### src/rtl/axi_mem_controller_register_file_if.sv
// Bus bundle for axi_mem_controller_register_file.
// Carries the two byte-enabled write ports, the read request, and the registered results.
//   master : drives write/read requests, observes read_data/read_valid/collision/addr_error
//   slave  : the register file itself
interface axi_mem_controller_register_file_if #(
    parameter int unsigned ADDR_WIDTH = 3,
    parameter int unsigned BE_WIDTH   = 4,
    parameter int unsigned WIDTH      = 32
);
    // port A write
    logic                  write_en_a;
    logic [ADDR_WIDTH-1:0] addr_a;
    logic [WIDTH-1:0]      write_data_a;
    logic [BE_WIDTH-1:0]   byte_en_a;
    // port B write
    logic                  write_en_b;
    logic [ADDR_WIDTH-1:0] addr_b;
    logic [WIDTH-1:0]      write_data_b;
    logic [BE_WIDTH-1:0]   byte_en_b;
    // read request and results
    logic                  read_en;
    logic [ADDR_WIDTH-1:0] read_addr;
    logic [WIDTH-1:0]      read_data;
    logic                  read_valid;
    logic                  collision;
    logic                  addr_error;

    modport master (
        output write_en_a, addr_a, write_data_a, byte_en_a,
        output write_en_b, addr_b, write_data_b, byte_en_b,
        output read_en, read_addr,
        input  read_data, read_valid, collision, addr_error
    );

    modport slave (
        input  write_en_a, addr_a, write_data_a, byte_en_a,
        input  write_en_b, addr_b, write_data_b, byte_en_b,
        input  read_en, read_addr,
        output read_data, read_valid, collision, addr_error
    );
endinterface

### src/rtl/axi_mem_controller_register_file.sv
// Register bank of NUM_REGS words holding per-channel control/status behind the AXI
// memory controller. Two byte-enabled write ports (A has priority per lane over B on the
// same word), one read port with a latency+1 deep {valid,data} pipeline.
// Ports:
//   clk    : clock, rising edge
//   reset  : asynchronous, active-low
//   bus    : axi_mem_controller_register_file_if.slave (write A/B, read, read_data,
//            read_valid, collision, addr_error; all outputs registered)
// Optional feature macro: REGFILE_WRITE_BYPASS_EN -- a read returns the post-write word of
// a same-cycle write to the same address. Undefined: reads see the pre-write contents.
module axi_mem_controller_register_file #(
    parameter int unsigned     NUM_REGS      = 8,
    parameter int unsigned     ADDR_WIDTH    = 3,
    parameter int unsigned     byte_en_width = 4,
    parameter int unsigned     byte_size     = 8,
    parameter int unsigned     width         = 32,
    parameter logic [width-1:0] init_value   = '0,
    parameter int unsigned     latency       = 0
) (
    input  logic clk,
    input  logic reset,
    axi_mem_controller_register_file_if.slave bus
);

    logic [width-1:0] r_mem  [NUM_REGS];
    logic [width-1:0] w_next [NUM_REGS];
    logic [width-1:0] w_rd_word;

    logic             w_a_in_range;
    logic             w_b_in_range;
    logic             w_rd_in_range;
    logic             w_collision;
    logic             w_addr_error;

    logic             w_out_valid;
    logic [width-1:0] w_out_data;

    logic [width-1:0] r_read_data;
    logic             r_read_valid;
    logic             r_collision;
    logic             r_addr_error;

    assign w_a_in_range  = 32'(bus.addr_a)    < NUM_REGS;
    assign w_b_in_range  = 32'(bus.addr_b)    < NUM_REGS;
    assign w_rd_in_range = 32'(bus.read_addr) < NUM_REGS;

    // Same in-range word with at least one shared lane.
    assign w_collision = bus.write_en_a && bus.write_en_b && w_a_in_range &&
                         (bus.addr_a == bus.addr_b) && ((bus.byte_en_a & bus.byte_en_b) != '0);

    assign w_addr_error = (bus.write_en_a && !w_a_in_range) ||
                          (bus.write_en_b && !w_b_in_range) ||
                          (bus.read_en    && !w_rd_in_range);

    // Post-write array image; B is applied first so A overwrites shared lanes.
    // Out-of-range addresses match no word, so those writes fall away naturally.
    always_comb begin
        for (int j = 0; j < int'(NUM_REGS); j++) begin
            w_next[j] = r_mem[j];
            for (int i = 0; i < int'(byte_en_width); i++) begin
                if (bus.write_en_b && bus.byte_en_b[i] && (bus.addr_b == ADDR_WIDTH'(j))) begin
                    w_next[j][i*byte_size +: byte_size] = bus.write_data_b[i*byte_size +: byte_size];
                end
                if (bus.write_en_a && bus.byte_en_a[i] && (bus.addr_a == ADDR_WIDTH'(j))) begin
                    w_next[j][i*byte_size +: byte_size] = bus.write_data_a[i*byte_size +: byte_size];
                end
            end
        end
    end

    // Read word select; an out-of-range address matches nothing and yields 0.
    always_comb begin
        w_rd_word = '0;
        for (int j = 0; j < int'(NUM_REGS); j++) begin
            if (bus.read_addr == ADDR_WIDTH'(j)) begin
`ifdef REGFILE_WRITE_BYPASS_EN
                w_rd_word = w_next[j];
`else
                w_rd_word = r_mem[j];
`endif
            end
        end
    end

    // Storage array.
    always_ff @(posedge clk or negedge reset) begin
        if (!reset) begin
            for (int j = 0; j < int'(NUM_REGS); j++) begin
                r_mem[j] <= init_value;
            end
        end else begin
            for (int j = 0; j < int'(NUM_REGS); j++) begin
                r_mem[j] <= w_next[j];
            end
        end
    end

    // Extra read stages ahead of the output register.
    if (latency == 0) begin : g_no_pipe
        assign w_out_valid = bus.read_en;
        assign w_out_data  = w_rd_word;
    end else begin : g_pipe
        logic [latency-1:0] r_pipe_valid;
        logic [width-1:0]   r_pipe_data [latency];

        always_ff @(posedge clk or negedge reset) begin
            if (!reset) begin
                r_pipe_valid <= '0;
                for (int k = 0; k < int'(latency); k++) begin
                    r_pipe_data[k] <= '0;
                end
            end else begin
                r_pipe_valid[0] <= bus.read_en;
                r_pipe_data[0]  <= w_rd_word;
                for (int k = 1; k < int'(latency); k++) begin
                    r_pipe_valid[k] <= r_pipe_valid[k-1];
                    r_pipe_data[k]  <= r_pipe_data[k-1];
                end
            end
        end

        assign w_out_valid = r_pipe_valid[latency-1];
        assign w_out_data  = r_pipe_data[latency-1];
    end

    // Output stage; read_data only moves on a valid beat so it holds between reads.
    always_ff @(posedge clk or negedge reset) begin
        if (!reset) begin
            r_read_data  <= '0;
            r_read_valid <= 1'b0;
            r_collision  <= 1'b0;
            r_addr_error <= 1'b0;
        end else begin
            r_read_valid <= w_out_valid;
            if (w_out_valid) begin
                r_read_data <= w_out_data;
            end
            r_collision  <= w_collision;
            r_addr_error <= w_addr_error;
        end
    end

    assign bus.read_data  = r_read_data;
    assign bus.read_valid = r_read_valid;
    assign bus.collision  = r_collision;
    assign bus.addr_error = r_addr_error;

endmodule

### src/flat_wrapper.sv
// flat-port wrapper written by rule: the top's interface ports become plain ports
module axi_mem_controller_register_file_flat 
#(
    parameter int unsigned     NUM_REGS      = 8,
    parameter int unsigned     ADDR_WIDTH    = 3,
    parameter int unsigned     byte_en_width = 4,
    parameter int unsigned     byte_size     = 8,
    parameter int unsigned     width         = 32,
    parameter logic [width-1:0] init_value   = '0,
    parameter int unsigned     latency       = 0
)
  (clk, reset, bus_write_en_a, bus_addr_a, bus_write_data_a, bus_byte_en_a, bus_write_en_b, bus_addr_b, bus_write_data_b, bus_byte_en_b, bus_read_en, bus_read_addr, bus_read_data, bus_read_valid, bus_collision, bus_addr_error);
  axi_mem_controller_register_file_if #(.ADDR_WIDTH(ADDR_WIDTH), .BE_WIDTH(4), .WIDTH(32)) bus_i ();
  input  logic clk;
  input  logic reset;
  input wire logic [$bits(bus_i.write_en_a)-1:0] bus_write_en_a;
  input wire logic [$bits(bus_i.addr_a)-1:0] bus_addr_a;
  input wire logic [$bits(bus_i.write_data_a)-1:0] bus_write_data_a;
  input wire logic [$bits(bus_i.byte_en_a)-1:0] bus_byte_en_a;
  input wire logic [$bits(bus_i.write_en_b)-1:0] bus_write_en_b;
  input wire logic [$bits(bus_i.addr_b)-1:0] bus_addr_b;
  input wire logic [$bits(bus_i.write_data_b)-1:0] bus_write_data_b;
  input wire logic [$bits(bus_i.byte_en_b)-1:0] bus_byte_en_b;
  input wire logic [$bits(bus_i.read_en)-1:0] bus_read_en;
  input wire logic [$bits(bus_i.read_addr)-1:0] bus_read_addr;
  output wire logic [$bits(bus_i.read_data)-1:0] bus_read_data;
  output wire logic [$bits(bus_i.read_valid)-1:0] bus_read_valid;
  output wire logic [$bits(bus_i.collision)-1:0] bus_collision;
  output wire logic [$bits(bus_i.addr_error)-1:0] bus_addr_error;
  assign bus_i.write_en_a = bus_write_en_a;
  assign bus_i.addr_a = bus_addr_a;
  assign bus_i.write_data_a = bus_write_data_a;
  assign bus_i.byte_en_a = bus_byte_en_a;
  assign bus_i.write_en_b = bus_write_en_b;
  assign bus_i.addr_b = bus_addr_b;
  assign bus_i.write_data_b = bus_write_data_b;
  assign bus_i.byte_en_b = bus_byte_en_b;
  assign bus_i.read_en = bus_read_en;
  assign bus_i.read_addr = bus_read_addr;
  assign bus_read_data = bus_i.read_data;
  assign bus_read_valid = bus_i.read_valid;
  assign bus_collision = bus_i.collision;
  assign bus_addr_error = bus_i.addr_error;
  axi_mem_controller_register_file #(.NUM_REGS(NUM_REGS), .ADDR_WIDTH(ADDR_WIDTH), .byte_en_width(byte_en_width), .byte_size(byte_size), .width(width), .init_value(init_value), .latency(latency)) u_core (.clk(clk), .reset(reset), .bus(bus_i));
endmodule
### config.mk
export PLATFORM = sky130hd
export DESIGN_NAME = axi_mem_controller_register_file_flat
export DESIGN_NICKNAME = d
export VERILOG_FILES = /design/src/rtl/axi_mem_controller_register_file_if.sv /design/src/rtl/axi_mem_controller_register_file.sv /design/src/flat_wrapper.sv
export SDC_FILE = /design/constraint.sdc
export NUM_CORES = 1
export LEC_CHECK = 0
export CORE_MARGIN = 1.5
export CORE_UTILIZATION = 64
export DETAILED_ROUTE_END_ITERATION = 16
export HOLD_SLACK_MARGIN = 0.15
export PLACE_DENSITY = 0.86
export SYNTH_ARGS = -nofsm -noshare
export SYNTH_HDL_FRONTEND = slang
export SYNTH_SLANG_ARGS = --single-unit
export TNS_END_PERCENT = 1
### constraint.sdc
create_clock -name clk -period 1.91 [get_ports clk]
set_input_delay 0.382 -clock clk [delete_from_list [all_inputs] [get_ports clk]]
set_output_delay 0.382 -clock clk [all_outputs]
set_load 0.1 [all_outputs]
=== Word-level counts from Yosys, hierarchy flattened ===
Cells that the tools add are included.

* Register bits after elaboration: 290

* Eq/ne operators: 22
* Multiplexer cells: 72
* Reductions and logical operators: 111
* Bitwise logic cells: 1

{| class="wikitable"
|+ Operators with widths
! cell !! count
|-
| $mux 8 || 64
|-
| $mux 32 || 8
|-
| $logic_and 1x1->1 || 75
|-
| $reduce_bool 2->1 || 32
|-
| $eq 3x3->1 const B || 12
|-
| $eq 3x2->1 const B || 6
|-
| $eq 3x1->1 const B || 3
|-
| $logic_not 3->1 || 3
|-
| $and 4x4->4 || 1
|-
| $reduce_bool 4->1 || 1
|-
| $eq 3x3->1 || 1
|}

=== Longest topological paths before layout ===
Gate-level depths: netlist of the first run.

* Word-level depth: 9
* Gate-level depth with buffers: 8
* Mapped depth without buffers: 4

=== Worst setup path after synthesis of the first run ===
No wires, ideal clock.

* Path type: in2reg
* Start point: in bus_read_addr[0]
* End point: reg u_core.r_read_data[21] (netlist: u_core.bus.read_data[21])
* Setup time: 130 ps
* Cell stages on the path: 6
* Arrival: 1,440 ps
* Data required time: 1,780 ps
* Path slack: 339 ps
* Path through: buf_2 -> buf_2 -> buf_2 -> mux2_2 -> o21ai_0 -> a31oi_1

* Word-level cells in the longest chain between the ends: 9
* Elaborated cells on any way between the ends: 16

{| class="wikitable"
|+ RTL lines
! element !! line !! RTL
|-
| start: declaration || flat_wrapper.sv:25 || <nowiki>input wire logic [$bits(bus_i.read_addr)-1:0] bus_read_addr;</nowiki>
|-
| $logic_not 3->1 || axi_mem_controller_register_file.sv:75 || <nowiki>if (bus.read_addr == ADDR_WIDTH'(j)) begin</nowiki>
|-
| $mux 32 (7 in a row) || axi_mem_controller_register_file.sv:75 ||
|-
| $mux 32 * || axi_mem_controller_register_file.sv:75 ||
|-
| end signal: assignment || axi_mem_controller_register_file.sv:136 || <nowiki>r_read_data <= w_out_data;</nowiki>
|-
| end: declaration || axi_mem_controller_register_file.sv:38 || <nowiki>logic [width-1:0] r_read_data;</nowiki>
|}

Every way passes the cells marked *; elsewhere a longest branch is shown, timed or not.
A chain may end at the register's enable or synchronous reset.

=== Final worst setup path of the first run ===
* Start point: in bus_addr_b[0]
* End point: reg u_core.r_mem[106] (netlist name)

* Word-level cells in the longest chain between the ends: 3

{| class="wikitable"
|+ RTL lines
! element !! line !! RTL
|-
| start: declaration || flat_wrapper.sv:21 || <nowiki>input wire logic [$bits(bus_i.addr_b)-1:0] bus_addr_b;</nowiki>
|-
| $eq 3x3->1 || axi_mem_controller_register_file.sv:61 || <nowiki>if (bus.write_en_b && bus.byte_en_b[i] && (bus.addr_b == ADDR_WIDTH'(j))) begin</nowiki>
|-
| $logic_and 1x1->1 || axi_mem_controller_register_file.sv:61 ||
|-
| $reduce_bool 2->1 (no source line) || -- ||
|-
| end signal: indexed assignment || axi_mem_controller_register_file.sv:89 || <nowiki>r_mem[j] <= init_value;</nowiki>
|-
| end signal: indexed assignment || axi_mem_controller_register_file.sv:93 || <nowiki>r_mem[j] <= w_next[j];</nowiki>
|-
| end: declaration || axi_mem_controller_register_file.sv:25 || <nowiki>logic [width-1:0] r_mem [NUM_REGS];</nowiki>
|}

No other way between the ends.

==> out/metrics.yaml, run 1 <==
leakagePower_nw: 8.25
fin_nets: 1867
htreeDepth: 1
dr_total_vias: 14200
end_kind: "flip-flop"
crit_required_ns: 2.34
crit_arrival_ns: 2.07
drc: 0
ys_async_sr_fraction_pct: 100
synth_top_area_share_pct: 44.9
grt_remaining_overflow: 0
first_global_vias: 14800
clkTransAtPathRegs_ns: 0.07
rsz0062_at_grt: "false"
synth_cell_types: 43
die_width_um: 162
fp.dieH_um: 162
core-area_um2: 24500
cts_setup_buffers: 0
hold_class: "primary input to flip-flop"
grt_first_pass_wirelength_um: 77700
cp-start-kind: "primary input"
ys_seq_area_share_pct: 44.9
start_util_pct: 65.9
tightestPinTransition_ns: 0.818
grt_max_degree: 57
ant_nets: 0
crit_type: "primary input to flip-flop"
viasPerCell: 6.68
ctsResizeCount: 0
drive_gt1_share_pct: 17.4
fillers: 1345
r2r_slack_ns: 0.72
maxSlewHeadroom_pct: 45.3
yosys_warnings: 0
wirelength_um: 49300
hold_ws_ns: 0.301
synth_area_um2: 16200
placed_cells: 2072
wl_per_cell_um: 23.2
antenna_found_initial: 2
portBuffers: 119
cts.path.max_buffers: 3
syn_nets: 1752
synth_seq_cells: 290
synthCells: 1666
p_per_area_nw_per_um2: 1010
clkLatencyLatePin_ns: 0.57
setup_viol: 0
ir_drop_mv: 0.855
ys.flop_type: "dfrtp_1"
report.final.slew_viol_count: 0
hold_viol_final: 0
min_period_ns: 1.64
yosysTopAreaCell: "dfrtp_1"
clkSinkCount: 290
crit_fanout: 8
cap_violations: 0
globalplace.congestion: 0.867
clock_skew_ns: 0.0158
synth_area_leaders: "dfrtp_1, mux2i_1, a21oi_1, nor2_1, mux2_2"
area_growth_pct: 23.1
synth_edf_count: 0
hpwl_um: 31000
drtIter0Drc: 1586
cts_buffers: 30
synth_area_per_cell_um2: 9.71
drtPass1Iterations: 6
rows: 57
fp.dieArea_um2: 26200
diodes: 0
cts_root_buf: "clkbuf_16"
fmax_mhz: 609
track_usage_pct: 37.8
layoutNonFillerInstCount: 2127
finalCritPeriodShare_pct: 85.9
tritoncts: "built"
ios: 121
status: "completed"
## synthesized netlist by cell type, types with 26 or more instances
cell and instances:
nand2b_1 32, clkbuf_1 94, o21a_1 32, a21boi_0 26, o21ai_0 81, o22ai_1 26
nor2_1 178, a31oi_1 32, mux2i_1 262, dfrtp_1 290, o221ai_1 26, o21ai_1 37
a21oi_1 208, mux2_2 52, nand2_1 95, buf_2 54
## sequential cells by signal, indices dropped and copies added, names as in the netlist
register               cells
u_core.bus.collision       1
u_core.bus.read_data      32
u_core.r_mem             256
u_core.bus.read_valid      1
## kinds of logic (layout without fill, tap and decap cells)
kind of cell	Yosys count	after routing	synth area share [%]
AO/OA/AOI/OAI	482	482	17.2
AND/OR/NAND/NOR	399	399	12.7
multiplexers	314	314	19.8
flip-flops	290	290	44.9
buffers and inverters	177	314	5.16
XOR/XNOR	3	3	0.162
other	1	1	0.0232
## cell usage in the layout (no fill, tap or decap), types with 3 or more instances in the layout
cell,n
clkbuf_16,31
o22ai_1,26
nand3b_4,4
clkbuf_1,5
buf_12,79
nor2_4,21
nand3b_1,6
nand3_1,9
a32oi_1,6
clkinv_2,5
nand2b_1,32
nor2b_1,18
and3_1,7
nand2_1,95
a21oi_1,208
nand4_1,3
or3_1,8
o211a_1,6
and2_1,5
clkbuf_8,8
o21ai_0,81
o221ai_1,26
nor2_1,178
buf_4,97
dfrtp_1,290
nand3_4,4
o21a_1,32
clkdlybuf4s50_1,80
mux2i_1,262
a21boi_0,26
mux2_2,52
o21ai_1,37
a31oi_1,32
## report_power, final
group          total (W)  leakage, nW  internal, W  switching [W]
Combinational    0.00539         4.35      0.00235        0.00304
Sequential       0.00868         3.40      0.00767        0.00100
Clock            0.00602        0.498      0.00353        0.00249
Total             0.0201         8.25       0.0136        0.00653
## what timing repair did
item	4_1_cts	5_1_grt
hold buffers	1	0
endpoints found under the hold margin	48	0
endpoints found under the setup margin	0	0
## per-stage QoR
| step | utilization [%] | setup TNS (ns) | power [W] | instance area [um2] | worst slack, ns |
|---|---|---|---|---|---|
| after global placement | 77.0 | -20.57 | 0.0136 | 18900 | -0.144 |
| after global routing | 81.1 | 0 | 0.0208 | 19900 | 0.187 |
| after floorplan | - | 0 | 0.0120 | 16200 | 0.339 |
| final | 81.1 | 0 | 0.0201 | 19900 | 0.269 |
| after CTS | 81.1 | 0 | 0.0200 | 19900 | 0.284 |
| after detailed placement | 77.0 | -31.38 | 0.0140 | 18900 | -0.225 |
## critical path, cell delays in order
cell             delay [ns]
clkdlybuf4s50_1        0.55
buf_4                  0.24
or3_1                  0.37
buf_4                  0.20
mux2i_1                0.21
o21ai_1                0.11
## layer usage
layer / up-vias / part of all wire (%) / wire length (um) / global-route usage (%)
met5: - / 0.049 / 24 / 0
met4: 4 / 5.1 / 2500 / 20.6
met3: 217 / 9.7 / 4770 / 7.97
met2: 923 / 48 / 23800 / 63.4
met1: 6942 / 37 / 18200 / 45.7
li1: 6116 / - / - / -
## final timing paths
| check | end | from | cells past startpoint |
|---|---|---|---|
| min in group asynchronous | u_core.r_mem[42] | reset | 2 |
| setup reg to reg | u_core.bus.read_data[13] | u_core.r_mem[109] | 3 |
| max in group asynchronous | u_core.r_mem[251] | reset | 3 |
| setup / recovery | u_core.r_mem[106] | bus_addr_b[0] | 6 |
| hold reg to reg | u_core.bus.read_data[24] | u_core.r_mem[24] | 2 |
| hold / removal | u_core.bus.read_valid | bus_read_en | 2 |
## cell type report
type	count	area [um2]	share of cell area, %
Multi-Input combinational cell	1199	8080	40.6
Timing Repair Buffer	260	3150	15.8
Clock inverter	10	109	0.547
Clock buffer	44	905	4.54
Tap cell	324	405	2.04
Sequential cell	290	7260	36.5
(Power assumes the default switching activity.)
==> run 2, diff against run 1 <==
--- a/config.mk
+++ b/config.mk
@@ -5,11 +5,12 @@
 export SDC_FILE = /design/constraint.sdc
 export NUM_CORES = 1
 export LEC_CHECK = 0
+export ABC_AREA = 1
 export CORE_MARGIN = 1.5
 export CORE_UTILIZATION = 64
 export DETAILED_ROUTE_END_ITERATION = 16
 export HOLD_SLACK_MARGIN = 0.15
-export PLACE_DENSITY = 0.86
+export PLACE_DENSITY = 0.87
 export SYNTH_ARGS = -nofsm -noshare
 export SYNTH_HDL_FRONTEND = slang
 export SYNTH_SLANG_ARGS = --single-unit
==> run 2 against run 1 <==
Clock power rose by 3.7%. Clock skew is 0.0037 ns lower. Worst setup slack worse by 0.20 ns. Via count up 17%. Design area down 2.9%.
==> out/metrics.yaml, run 2 <==
cp-start-kind: "primary input"
synth-xor-area-share_pct: 0
drc: 0
synth_compound_area_share_pct: 18.5
dr_total_vias: 16600
final_cell_mix: "nand2_1, dfrtp_1, buf_4"
track_usage_pct: 43.6
synth_edf_count: 0
power_w: 0.0193
fp.dieArea_um2: 24700
cts.path.max_buffers: 3
fp.dieH_um: 157
tightestPinTransition_ns: 0.773
min_period_ns: 1.85
portBuffers: 119
p_switching_w: 0.00643
met2WireLength_um: 24300
r2r-end: "u_core.bus.read_data[14]"
highest_layer: "met4"
viasPerCell: 6.48
core-area_um2: 23400
r2r_slack_ns: 0.60
synth_top_family_by_area: "simple AND/OR/NAND/NOR gates"
worst-r2r-cell-count: 6
wl_met3_um: 6160
grt_first_pass_wirelength_um: 83200
yosys_warnings: 0
leakagePower_nw: 8.98
hpwl_um: 37200
p_per_area_nw_per_um2: 1000
layout_commonest_cell: "nand2_1"
synthTopCellsByCount: "nand2_1, dfrtp_1, inv_1"
antenna_found_initial: 1
grt_remaining_overflow: 0
synth.most_common_cell: "nand2_1"
ir_drop_mv: 0.996
seqPwrFrac_pct: 43.6
maxSlewHeadroom_pct: 48.4
p_comb_share_pct: 24.1
drive_gt1_share_pct: 14.0
grt_max_degree: 84
tritoncts: "built"
ys_seq_area_share_pct: 47.7
wirelength_um: 53500
synth_seq_cells: 290
cap_violations: 0
placed_area_um2: 18300
design_area_um2: 19300
synth_top_area_share_pct: 47.7
synth_cell_types: 31
clkSinkCount: 290
synth_area_leaders: "dfrtp_1, nand2_1, o311ai_0, o21ai_0, inv_1"
fin_nets: 2307
setup_viol: 0
htreeDepth: 1
globalplace.congestion: 0.985
drtPass1Iterations: 7
rsz0062_at_grt: "false"
crit_arrival_ns: 2.26
synth_area_per_cell_um2: 7.77
synthCells: 1960
cts_buffers: 31
first_global_vias: 15800
report.final.slew_viol_count: 0
start_util_pct: 65.0
synth_adder_area_share_pct: 0
dp_slack_ns: -0.495
top_register: "u_core.r_mem"
end_kind: "flip-flop"
clkTransAtPathRegs_ns: 0.06
rows: 56
clockPowerShare_pct: 32.2
r2r-start: "u_core.r_mem[238]"
syn_nets: 2046
drtIter0Drc: 2532
muxShareOfSynthArea_pct: 0
ant_nets: 0
ys.flop_type: "dfrtp_1"
cts_root_buf: "clkbuf_16"
worst_slack_ns: 0.0641
ys_async_sr_fraction_pct: 100
clock_skew_ns: 0.0121
die_width_um: 157
largest_register_ffs: 256
ios: 121
crit_type: "primary input to flip-flop"
crit_required_ns: 2.32
synth_area_um2: 15200
status: "completed"
wl_per_cell_um: 20.9
wl_met1_um: 19200
synth-simple-area-share_pct: 27.4
fmax_mhz: 542
yosysTopAreaCell: "dfrtp_1"
finalCritPeriodShare_pct: 96.6
clkLatencyLatePin_ns: 0.56
sw_frac_of_total_pct: 33.2
area_growth_pct: 27.0
crit_fanout: 16
hold_viol_final: 0
hold_class: "primary input to asynchronous set/reset pin"
power.internal_w: 0.0129
-- run 2: changes by cell type in the layout (fill, tap and decap cells not counted), moves of 44 or more --
| cell | previous run | this run |
|---|---|---|
| mux2i_1 | 262 | 0 |
| a21oi_1 | 208 | 97 |
| nand4_1 | 3 | 70 |
| nand2_1 | 95 | 650 |
| mux2_2 | 52 | 0 |
| o311ai_0 | 0 | 110 |
| nand3_1 | 9 | 108 |
| buf_4 | 97 | 189 |
| o211ai_1 | 0 | 44 |
| inv_1 | 0 | 152 |
| buf_12 | 79 | 35 |
-- run 2: metal layers --
| layer | GRT usage, % | vias to the layer above |
|---|---|---|
| met5 | 0 | - |
| li1 | - | 7292 |
| met3 | 9.28 | 323 |
| met4 | 26.7 | 0 |
| met1 | 55.9 | 7761 |
| met2 | 68.1 | 1240 |
-- run 2: logic make-up after synthesis --
family	count (synthesis)
buf+inv	251
flops	290
other cells	1
compound gates	426
simple gates	992
-- run 2: how the worst max path moves through the flow --
stage          slack [ns]                end  cells past startpoint     startpoint
3_3_place_gp        -0.37  u_core.r_mem[174]                      8  bus_addr_a[1]
3_5_place_dp        -0.49   u_core.r_mem[24]                      8  bus_addr_a[1]
6_report             0.06  u_core.r_mem[233]                      7  bus_addr_a[2]
2_1_floorplan        0.31  u_core.r_mem[246]                      6  bus_addr_a[0]
4_1_cts              0.07  u_core.r_mem[129]                      8  bus_addr_a[2]
5_1_grt             0.004  u_core.r_mem[213]                      7  bus_addr_a[2]
-- run 2: timing repair --
action,CTS,global route
hold endpoints to repair,290,0
endpoints found under the setup margin,0,31
hold buffers,1,0
buffers inserted,0,0
resized for setup,0,7
-- run 2: area by class of cell --
class | instances | area [um2]
Sequential cell | 290 | 7260
Multi-Input combinational cell | 1419 | 7010
Fill cell | 1571 | 4080
Timing Repair Buffer | 310 | 2990
Clock buffer | 44 | 875
Inverter | 169 | 634
Tap cell | 319 | 399
Clock inverter | 11 | 161
Antenna cell | 1 | 2.50
-- run 2: through the flow --
step / cells / util (%) / hold slack, ns / setup TNS (ns)
3_5_place_dp: 2506 / 78.0 / 0.276 / -90.21
4_1_cts: 2562 / 82.5 / 0.301 / 0
6_report: 2563 / 82.6 / 0.292 / 0
2_1_floorplan: 1960 / - / 0.0864 / 0
3_3_place_gp: 2506 / 78.0 / 0.273 / -74.27
5_1_grt: 2562 / 82.6 / 0.317 / 0
-- run 2: worst max-delay path, stage by stage --
cell and delay [ns]:
clkdlybuf4s50_1 0.62, inv_1 0.13, buf_4 0.15, nand2_1 0.26, nor2_1 0.08, buf_4 0.19
o311ai_0 0.43
-- run 2: power by group through the flow --
| stage | Clock [W] | Combinational [W] | Sequential, W |
|---|---|---|---|
| floorplan | 0 | 0.00197 | 0.00913 |
| global placement | 0 | 0.00439 | 0.00840 |
| detailed placement | 0 | 0.00457 | 0.00843 |
| CTS | 0.00619 | 0.00461 | 0.00837 |
| global route | 0.00647 | 0.00506 | 0.00853 |
| finish | 0.00624 | 0.00467 | 0.00844 |
